[config.mk]
export PLATFORM = sky130hd
export DESIGN_NAME = bit_region_bbox_detector
export DESIGN_NICKNAME = d
export VERILOG_FILES = /design/src/rtl/bit_region_bbox_detector.sv
export SDC_FILE = /design/constraint.sdc
export NUM_CORES = 1
export LEC_CHECK = 0
export ABC_CLOCK_PERIOD_IN_PS = 5980
export BUFFER_PORTS_ARGS = -buffer_cell sky130_fd_sc_hd__buf_2
export CORE_AREA = 2 2 151 153
export CTS_CLUSTER_DIAMETER = 200
export DETAILED_ROUTE_END_ITERATION = 10
export DIE_AREA = 0 0 153 155
export GPL_TIMING_DRIVEN = 0
export PLACE_DENSITY_LB_ADDON = 0.1
export SLEW_MARGIN = 20
export SYNTH_ARGS = -nofsm -noshare
export SYNTH_HDL_FRONTEND = slang
export SYNTH_SLANG_ARGS = --single-unit
[constraint.sdc]
create_clock -name clk -period 5.98 [get_ports clk]
set_clock_uncertainty 0.05 [all_clocks]
set_input_delay 1.196 -clock clk [delete_from_list [all_inputs] [get_ports clk]]
set_output_delay 1.196 -clock clk [all_outputs]
set_load 0.01 [all_outputs]
[src/rtl/bit_region_bbox_detector.sv]
// -----------------------------------------------------------------------------
// bit_region_bbox_detector
//
// Purpose:
//   Sits after the binary erosion stage. For each frame it accumulates the
//   bounding box and the number of set pixels inside the active window. At
//   frame end it latches the results for downstream tracking/ROI logic. The
//   pixel stream is re-emitted with one clock of latency. When OVERLAY_EN is
//   set, the border of the previously latched box is ORed into that stream.
//
// Ports:
//   clk               pixel clock
//   rst               asynchronous, active-high reset
//   per_frame_vsync   frame valid (high for the whole frame)
//   per_frame_href    line valid
//   per_img_Bit       binary pixel, 1 = object
//   post_frame_vsync  per_frame_vsync delayed 1 clk
//   post_frame_href   per_frame_href delayed 1 clk
//   post_img_Bit      pixel delayed 1 clk with overlay, 0 outside href
//   bbox_valid        one-cycle pulse when new results are latched
//   bbox_empty        latched frame had no counted pixel
//   bbox_x_min/x_max  latched column bounds
//   bbox_y_min/y_max  latched row bounds
//   bbox_pix_cnt      latched set-pixel count, saturating at 20'hFFFFF
// -----------------------------------------------------------------------------
module bit_region_bbox_detector #(
  parameter logic [10:0] IMG_HDISP  = 11'd640,
  parameter logic [10:0] IMG_VDISP  = 11'd480,
  parameter logic        OVERLAY_EN = 1'b1
) (
  input  logic        clk,
  input  logic        rst,
  input  logic        per_frame_vsync,
  input  logic        per_frame_href,
  input  logic        per_img_Bit,
  output logic        post_frame_vsync,
  output logic        post_frame_href,
  output logic        post_img_Bit,
  output logic        bbox_valid,
  output logic        bbox_empty,
  output logic [10:0] bbox_x_min,
  output logic [10:0] bbox_x_max,
  output logic [10:0] bbox_y_min,
  output logic [10:0] bbox_y_max,
  output logic [19:0] bbox_pix_cnt
);

  typedef enum logic [0:0] {IDLE = 1'b0, ACTIVE = 1'b1} state_t;

  state_t      state_r, state_nxt_s;
  logic        vsync_r, href_r, armed_r;
  logic [10:0] x_cnt_r, y_cnt_r;
  logic [10:0] acc_x_min_r, acc_x_max_r, acc_y_min_r, acc_y_max_r;
  logic [19:0] acc_cnt_r;
  logic        acc_any_r;
  logic        clear_s, latch_s, count_s;
  logic        vsync_rise_s, vsync_fall_s, href_fall_s;
  logic        x_edge_s, y_edge_s, x_in_s, y_in_s, border_s;

  // armed_r only rises once vsync has been seen low after reset, so a frame
  // already running when rst drops cannot look like a fresh rising edge.
  assign vsync_rise_s = per_frame_vsync & ~vsync_r & armed_r;
  assign vsync_fall_s = ~per_frame_vsync & vsync_r;
  assign href_fall_s  = ~per_frame_href & href_r;

  assign count_s = (state_r == ACTIVE) & per_frame_href & per_frame_vsync &
                   per_img_Bit & (x_cnt_r < IMG_HDISP) & (y_cnt_r < IMG_VDISP);

  // Border test against the box currently on the outputs (previous frame).
  assign x_edge_s = (x_cnt_r == bbox_x_min) | (x_cnt_r == bbox_x_max);
  assign y_edge_s = (y_cnt_r == bbox_y_min) | (y_cnt_r == bbox_y_max);
  assign x_in_s   = (x_cnt_r >= bbox_x_min) & (x_cnt_r <= bbox_x_max);
  assign y_in_s   = (y_cnt_r >= bbox_y_min) & (y_cnt_r <= bbox_y_max);
  assign border_s = ~bbox_empty & ((x_edge_s & y_in_s) | (y_edge_s & x_in_s));

  assign post_frame_vsync = vsync_r;
  assign post_frame_href  = href_r;

  // FSM state register.
  always_ff @(posedge clk or posedge rst) begin
    if (rst) begin
      state_r <= IDLE;
    end else begin
      state_r <= state_nxt_s;
    end
  end

  // FSM next-state logic.
  always_comb begin
    state_nxt_s = state_r;
    case (state_r)
      IDLE: begin
        if (vsync_rise_s) state_nxt_s = ACTIVE;
        else              state_nxt_s = IDLE;
      end
      ACTIVE: begin
        if (vsync_fall_s) state_nxt_s = IDLE;
        else              state_nxt_s = ACTIVE;
      end
      default: state_nxt_s = IDLE;
    endcase
  end

  // FSM control outputs: accumulator clear on frame start, latch on frame end.
  always_comb begin
    clear_s = 1'b0;
    latch_s = 1'b0;
    case (state_r)
      IDLE:    clear_s = vsync_rise_s;
      ACTIVE:  latch_s = vsync_fall_s;
      default: begin
        clear_s = 1'b0;
        latch_s = 1'b0;
      end
    endcase
  end

  // Sync history, arming flag and the delayed/overlaid pixel stream.
  always_ff @(posedge clk or posedge rst) begin
    if (rst) begin
      vsync_r      <= 1'b0;
      href_r       <= 1'b0;
      armed_r      <= 1'b0;
      post_img_Bit <= 1'b0;
    end else begin
      vsync_r      <= per_frame_vsync;
      href_r       <= per_frame_href;
      armed_r      <= armed_r | ~per_frame_vsync;
      post_img_Bit <= per_frame_href & (per_img_Bit | (OVERLAY_EN & border_s));
    end
  end

  // Pixel coordinate counters, both saturating at 11'h7FF.
  always_ff @(posedge clk or posedge rst) begin
    if (rst) begin
      x_cnt_r <= 11'd0;
      y_cnt_r <= 11'd0;
    end else begin
      if (!per_frame_href)         x_cnt_r <= 11'd0;
      else if (x_cnt_r != 11'h7FF) x_cnt_r <= x_cnt_r + 11'd1;
      else                         x_cnt_r <= x_cnt_r;

      if (per_frame_vsync && !vsync_r)           y_cnt_r <= 11'd0;
      else if (href_fall_s && y_cnt_r != 11'h7FF) y_cnt_r <= y_cnt_r + 11'd1;
      else                                        y_cnt_r <= y_cnt_r;
    end
  end

  // Per-frame accumulators.
  always_ff @(posedge clk or posedge rst) begin
    if (rst) begin
      acc_x_min_r <= 11'd0;
      acc_x_max_r <= 11'd0;
      acc_y_min_r <= 11'd0;
      acc_y_max_r <= 11'd0;
      acc_cnt_r   <= 20'd0;
      acc_any_r   <= 1'b0;
    end else if (clear_s) begin
      acc_x_min_r <= 11'h7FF;
      acc_x_max_r <= 11'd0;
      acc_y_min_r <= 11'h7FF;
      acc_y_max_r <= 11'd0;
      acc_cnt_r   <= 20'd0;
      acc_any_r   <= 1'b0;
    end else if (count_s) begin
      if (x_cnt_r < acc_x_min_r) acc_x_min_r <= x_cnt_r;
      if (x_cnt_r > acc_x_max_r) acc_x_max_r <= x_cnt_r;
      if (y_cnt_r < acc_y_min_r) acc_y_min_r <= y_cnt_r;
      if (y_cnt_r > acc_y_max_r) acc_y_max_r <= y_cnt_r;
      if (acc_cnt_r != 20'hFFFFF) acc_cnt_r <= acc_cnt_r + 20'd1;
      acc_any_r <= 1'b1;
    end
  end

  // Result latch at frame end; coordinates read 0 when nothing was counted.
  always_ff @(posedge clk or posedge rst) begin
    if (rst) begin
      bbox_valid   <= 1'b0;
      bbox_empty   <= 1'b1;
      bbox_x_min   <= 11'd0;
      bbox_x_max   <= 11'd0;
      bbox_y_min   <= 11'd0;
      bbox_y_max   <= 11'd0;
      bbox_pix_cnt <= 20'd0;
    end else begin
      bbox_valid <= latch_s;
      if (latch_s) begin
        bbox_empty   <= ~acc_any_r;
        bbox_x_min   <= acc_any_r ? acc_x_min_r : 11'd0;
        bbox_x_max   <= acc_any_r ? acc_x_max_r : 11'd0;
        bbox_y_min   <= acc_any_r ? acc_y_min_r : 11'd0;
        bbox_y_max   <= acc_any_r ? acc_y_max_r : 11'd0;
        bbox_pix_cnt <= acc_cnt_r;
      end
    end
  end

endmodule

==> metrics list <==
- Insertion delay to the later sink of the worst-skew pair: 430 ps
* DP Cell Count: 1259
- Leak: 4.82 nW
- Setup violations remaining at the end of the flow were counted as 0.
* Post-synth cell types: 57
- The congestion estimate from routability-driven global placement came to 0.829.
* Via density: 5.20
- The tree is rooted in a clkbuf_16.
- Predominant post-synthesis flop cell: dfrtp_1
* Compound-Gate Fraction of Synth Area: 12.0%
- Final antenna diode count: 0
- The first global-routing pass estimated 37500 um of wire.
- Hold timing on the final database bottoms out at a slack of 444 ps.
- After technology mapping, the gate count stands at 900.
- Slowest cell on the critical path: nand4_1
* Avg Synthesized Cell Area: 9.71 um2
* Crit share post-route: 51.4%
- Setup repair after global routing missed its margin: false
- Number of enable flip-flop cells after synthesis: 0
- Clock-pin slew on the worst setup and hold paths: 70 ps
- In this run the horizontal extent of the chip is 153 um.
- Hold/Removal Path Class: register to register
- Summed over all nets, the half-perimeter wirelength after detailed placement is 16800 um.
* Synthesis-to-finish area growth: 15.5%
- Filler-free cell count of the finished design: 1291
* Port Buffer Count: 73
- Pin count of the biggest net entering global routing: 88
- Core ar.: 22200 um2
* Power Dens Cells: 288 nW/um2
* Worst path arrival time: 3300 ps
- Number of buffers added by the clock tree synthesis step: 17
- The die covers 23700 um2.
- The via count of the first global-routing pass is 6771.
* #FFs+latches synth: 158
* Number of optimization iterations in the first detailed-route pass: 4
- The worst setup path is launched from an input port.
* Minimum period implied by the final worst setup slack: 3080 ps
- Met3 Track Usage GR: 3.31%
* Number of placed I/O pins: 74
* Number of buffers on the longest clock path: 2
- Synthesized-area fraction occupied by xor and xnor cells: 2.91%
- During synthesis, Yosys emitted a total of 0 warnings.
* Combined global-route utilization of all metal layers: 20.2%
- The portion of synthesized area spent on multiplexers is 4.47%.
- After clock tree synthesis, the setup repair step added 0 buffers.
- In this run the worst path has a maximum fanout of 10.
- The signal on the critical path passes through buf_2 > buf_4 > nor4b_4 > nand4_1 > a211oi_1 > o221a_2 > buf_2 > mux2i_1 > nand2_1.
- Adder-cell share of the synthesized area: 12.7%
- For this run, global-route usage on met2 was measured as 31.6%.
- Type of the setup path with the least slack: input port to register
- Post-cts repair resize count: 0
* Violation count after the first detailed-route iteration: 304
- Most crowded layer after global routing: met2
- For this run, the slowest stage of the critical path takes 430 ps.
* Worst endpoint required time: 6200 ps
- Result of the run: completed
* Std cell rows: 55
- Clock H-tree levels: 4
* Routed length per instance: 17.7 um
- For this configuration, the core starts out at a cell density of 39.3%.
- Antenna violations before repair: 0
- For this run, design rule violations remaining after detail routing come to 0.
* Actual transition at the worst max-transition pin: 799 ps
- The net count of the finished layout is 1087.
- STA classifies the critical path endpoint as a register.
- Height of the chip: 155 um
* Clk sink count: 158
- Max-cap violation count: 0
- Worst VDD drop: 190 uV
* CTS tree: built
- Leftover overflow at the end of global routing: 0
- By area, the combinational part of the netlist is dominated by simple AND/OR/NAND/NOR gates.
- Final-layout fill cell count: 2197
- Global-route met1 utilization: 29.0%
- Highest Clock Rate: 325 MHz
- Post-synthesis instance area: 8740 um2
- Synthesis produced a netlist with a net count of 994.
* Dominant cell type by count on the critical path: buf_2
- Antenna violation net count after detailed routing: 0
- CTS Hold Bufs: 0
- Cells with a size suffix above 1 make up 14.5% of the layout.
- Synthesized-area fraction occupied by and/or/nand/nor cells: 16.2%
- Share of async-settable or async-resettable flops after synthesis: 100%
- Relative slew slack: 46.7%
- The number of pins with negative max-slew slack in the final report is 0.
- After synthesis, flip-flops and latches occupy 45.3% of the total area.
* Total via count in the routed design: 6710
- Drt total wl: 22900 um
- The number of hold violations in the final report was 0.
cells in the final DEF (no fill, tap or decap), types with 5 or more instances in the layout:
cell | synthesis | final
a211oi_1 | 6 | 6
a21o_1 | 20 | 20
a21oi_1 | 35 | 35
a31oi_1 | 6 | 6
and3_1 | 6 | 6
and4_1 | 5 | 5
buf_1 | 6 | 6
buf_2 | 3 | 76
clkbuf_1 | 18 | 18
clkbuf_16 | 0 | 17
clkinvlp_4 | 0 | 6
dfrtp_1 | 157 | 157
ha_1 | 89 | 89
inv_1 | 108 | 107
inv_6 | 0 | 5
mux2_2 | 16 | 16
mux2i_1 | 21 | 21
nand2_1 | 60 | 60
nand2b_1 | 8 | 8
nand3_1 | 65 | 65
nand4_1 | 24 | 24
nor2_1 | 44 | 44
nor2b_1 | 7 | 7
nor3_1 | 27 | 27
o211ai_1 | 14 | 14
o21ai_0 | 78 | 78
or3_1 | 8 | 8
xnor2_1 | 24 | 24
xor2_1 | 5 | 5
stage by stage:
stage / area [um2] / utilization [%] / setup TNS (ps) / setup slack [ps] / total power, mW
finish: 10100 / 45.4 / 0 / 2900 / 2.91
global route: 10100 / 45.4 / 0 / 2770 / 3.08
CTS: 10100 / 45.4 / 0 / 2860 / 2.93
detailed placement: 9490 / 42.7 / 0 / 2430 / 1.82
global placement: 9460 / 42.6 / -270200 / -1730 / 1.81
floorplan: 8740 / - / 0 / 472 / 1.62
kinds of logic after synthesis:
logic type / Yosys count
flops: 158
xor+xnor: 29
simple gates: 274
mux: 37
fa+ha+maj: 89
buf+inv: 141
compound gates: 172
synth_stat cells (8+ instances only):
| library cell | number | area, um2 |
|---|---|---|
| a21oi_1 | 35 | 175 |
| nand3_1 | 65 | 325 |
| o21ai_0 | 78 | 390 |
| nand2_1 | 60 | 225 |
| a21o_1 | 20 | 150 |
| mux2_2 | 16 | 180 |
| xnor2_1 | 24 | 210 |
| o211ai_1 | 14 | 105 |
| nand4_1 | 24 | 150 |
| inv_1 | 108 | 405 |
| dfrtp_1 | 157 | 3930 |
| nor3_1 | 27 | 135 |
| nor2_1 | 44 | 165 |
| or3_1 | 8 | 50.1 |
| nand2b_1 | 8 | 50.1 |
| mux2i_1 | 21 | 210 |
| ha_1 | 89 | 1110 |
| clkbuf_1 | 18 | 67.6 |
path summary, 6_finish.rpt:
kind / start / end / slack (ps) / cells past startpoint
setup / recovery: per_frame_href / acc_x_min_r[0] / 2900 / 9
hold / removal: bbox_pix_cnt[2] / bbox_pix_cnt[2] / 440 / 2
setup reg to reg: y_cnt_r[9] / acc_x_min_r[0] / 3250 / 7
hold reg to reg: bbox_pix_cnt[2] / bbox_pix_cnt[2] / 440 / 2
max in group asynchronous: rst / bbox_empty / 4290 / 3
min in group asynchronous: rst / bbox_valid / 750 / 2
layer usage:
| metal | routed length (um) | up-vias |
|---|---|---|
| li1 | - | 3323 |
| met1 | 11300 | 3248 |
| met2 | 10400 | 119 |
| met3 | 865 | 20 |
| met4 | 330 | 0 |
| met5 | 0 | - |
state kept, by name, indices dropped and copies added, names as in the netlist:
signal,count
acc_cnt_r,20
armed_r,1
post_frame_vsync,1
bbox_x_min,11
x_cnt_r,11
bbox_valid,1
acc_x_max_r,11
bbox_empty,1
acc_y_min_r,11
acc_any_r,1
bbox_x_max,11
acc_x_min_r,11
bbox_pix_cnt,20
post_img_Bit,1
bbox_y_min,11
state_r,1
acc_y_max_r,11
post_frame_href,1
bbox_y_max,11
y_cnt_r,11
critical path: cells and delay by family:
family          cells  cell delay [ps]
simple gates        3              720
compound gates      2              670
buf+inv             3              490
mux                 1              210
report_power, final:
part	switching (mW)	leakage (nW)	internal, mW	total (mW)
Clock	0.481	0.273	0.633	1.11
Sequential	0.0761	2.09	1.17	1.25
Combinational	0.336	2.46	0.210	0.546
cell type report:
| type | instances | area, um2 | area share, % |
|---|---|---|---|
| timing repair buffer | 74 | 393 | 3.89 |
| clock inverter | 14 | 158 | 1.56 |
| sequential | 158 | 3960 | 39.2 |
| multi-input combinational | 601 | 4230 | 41.9 |
| buffer | 31 | 139 | 1.38 |
| tap | 285 | 357 | 3.53 |
| inverter | 110 | 420 | 4.17 |
| clock buffer | 18 | 439 | 4.35 |
No activity file was read; power rests on OpenSTA's default activity.
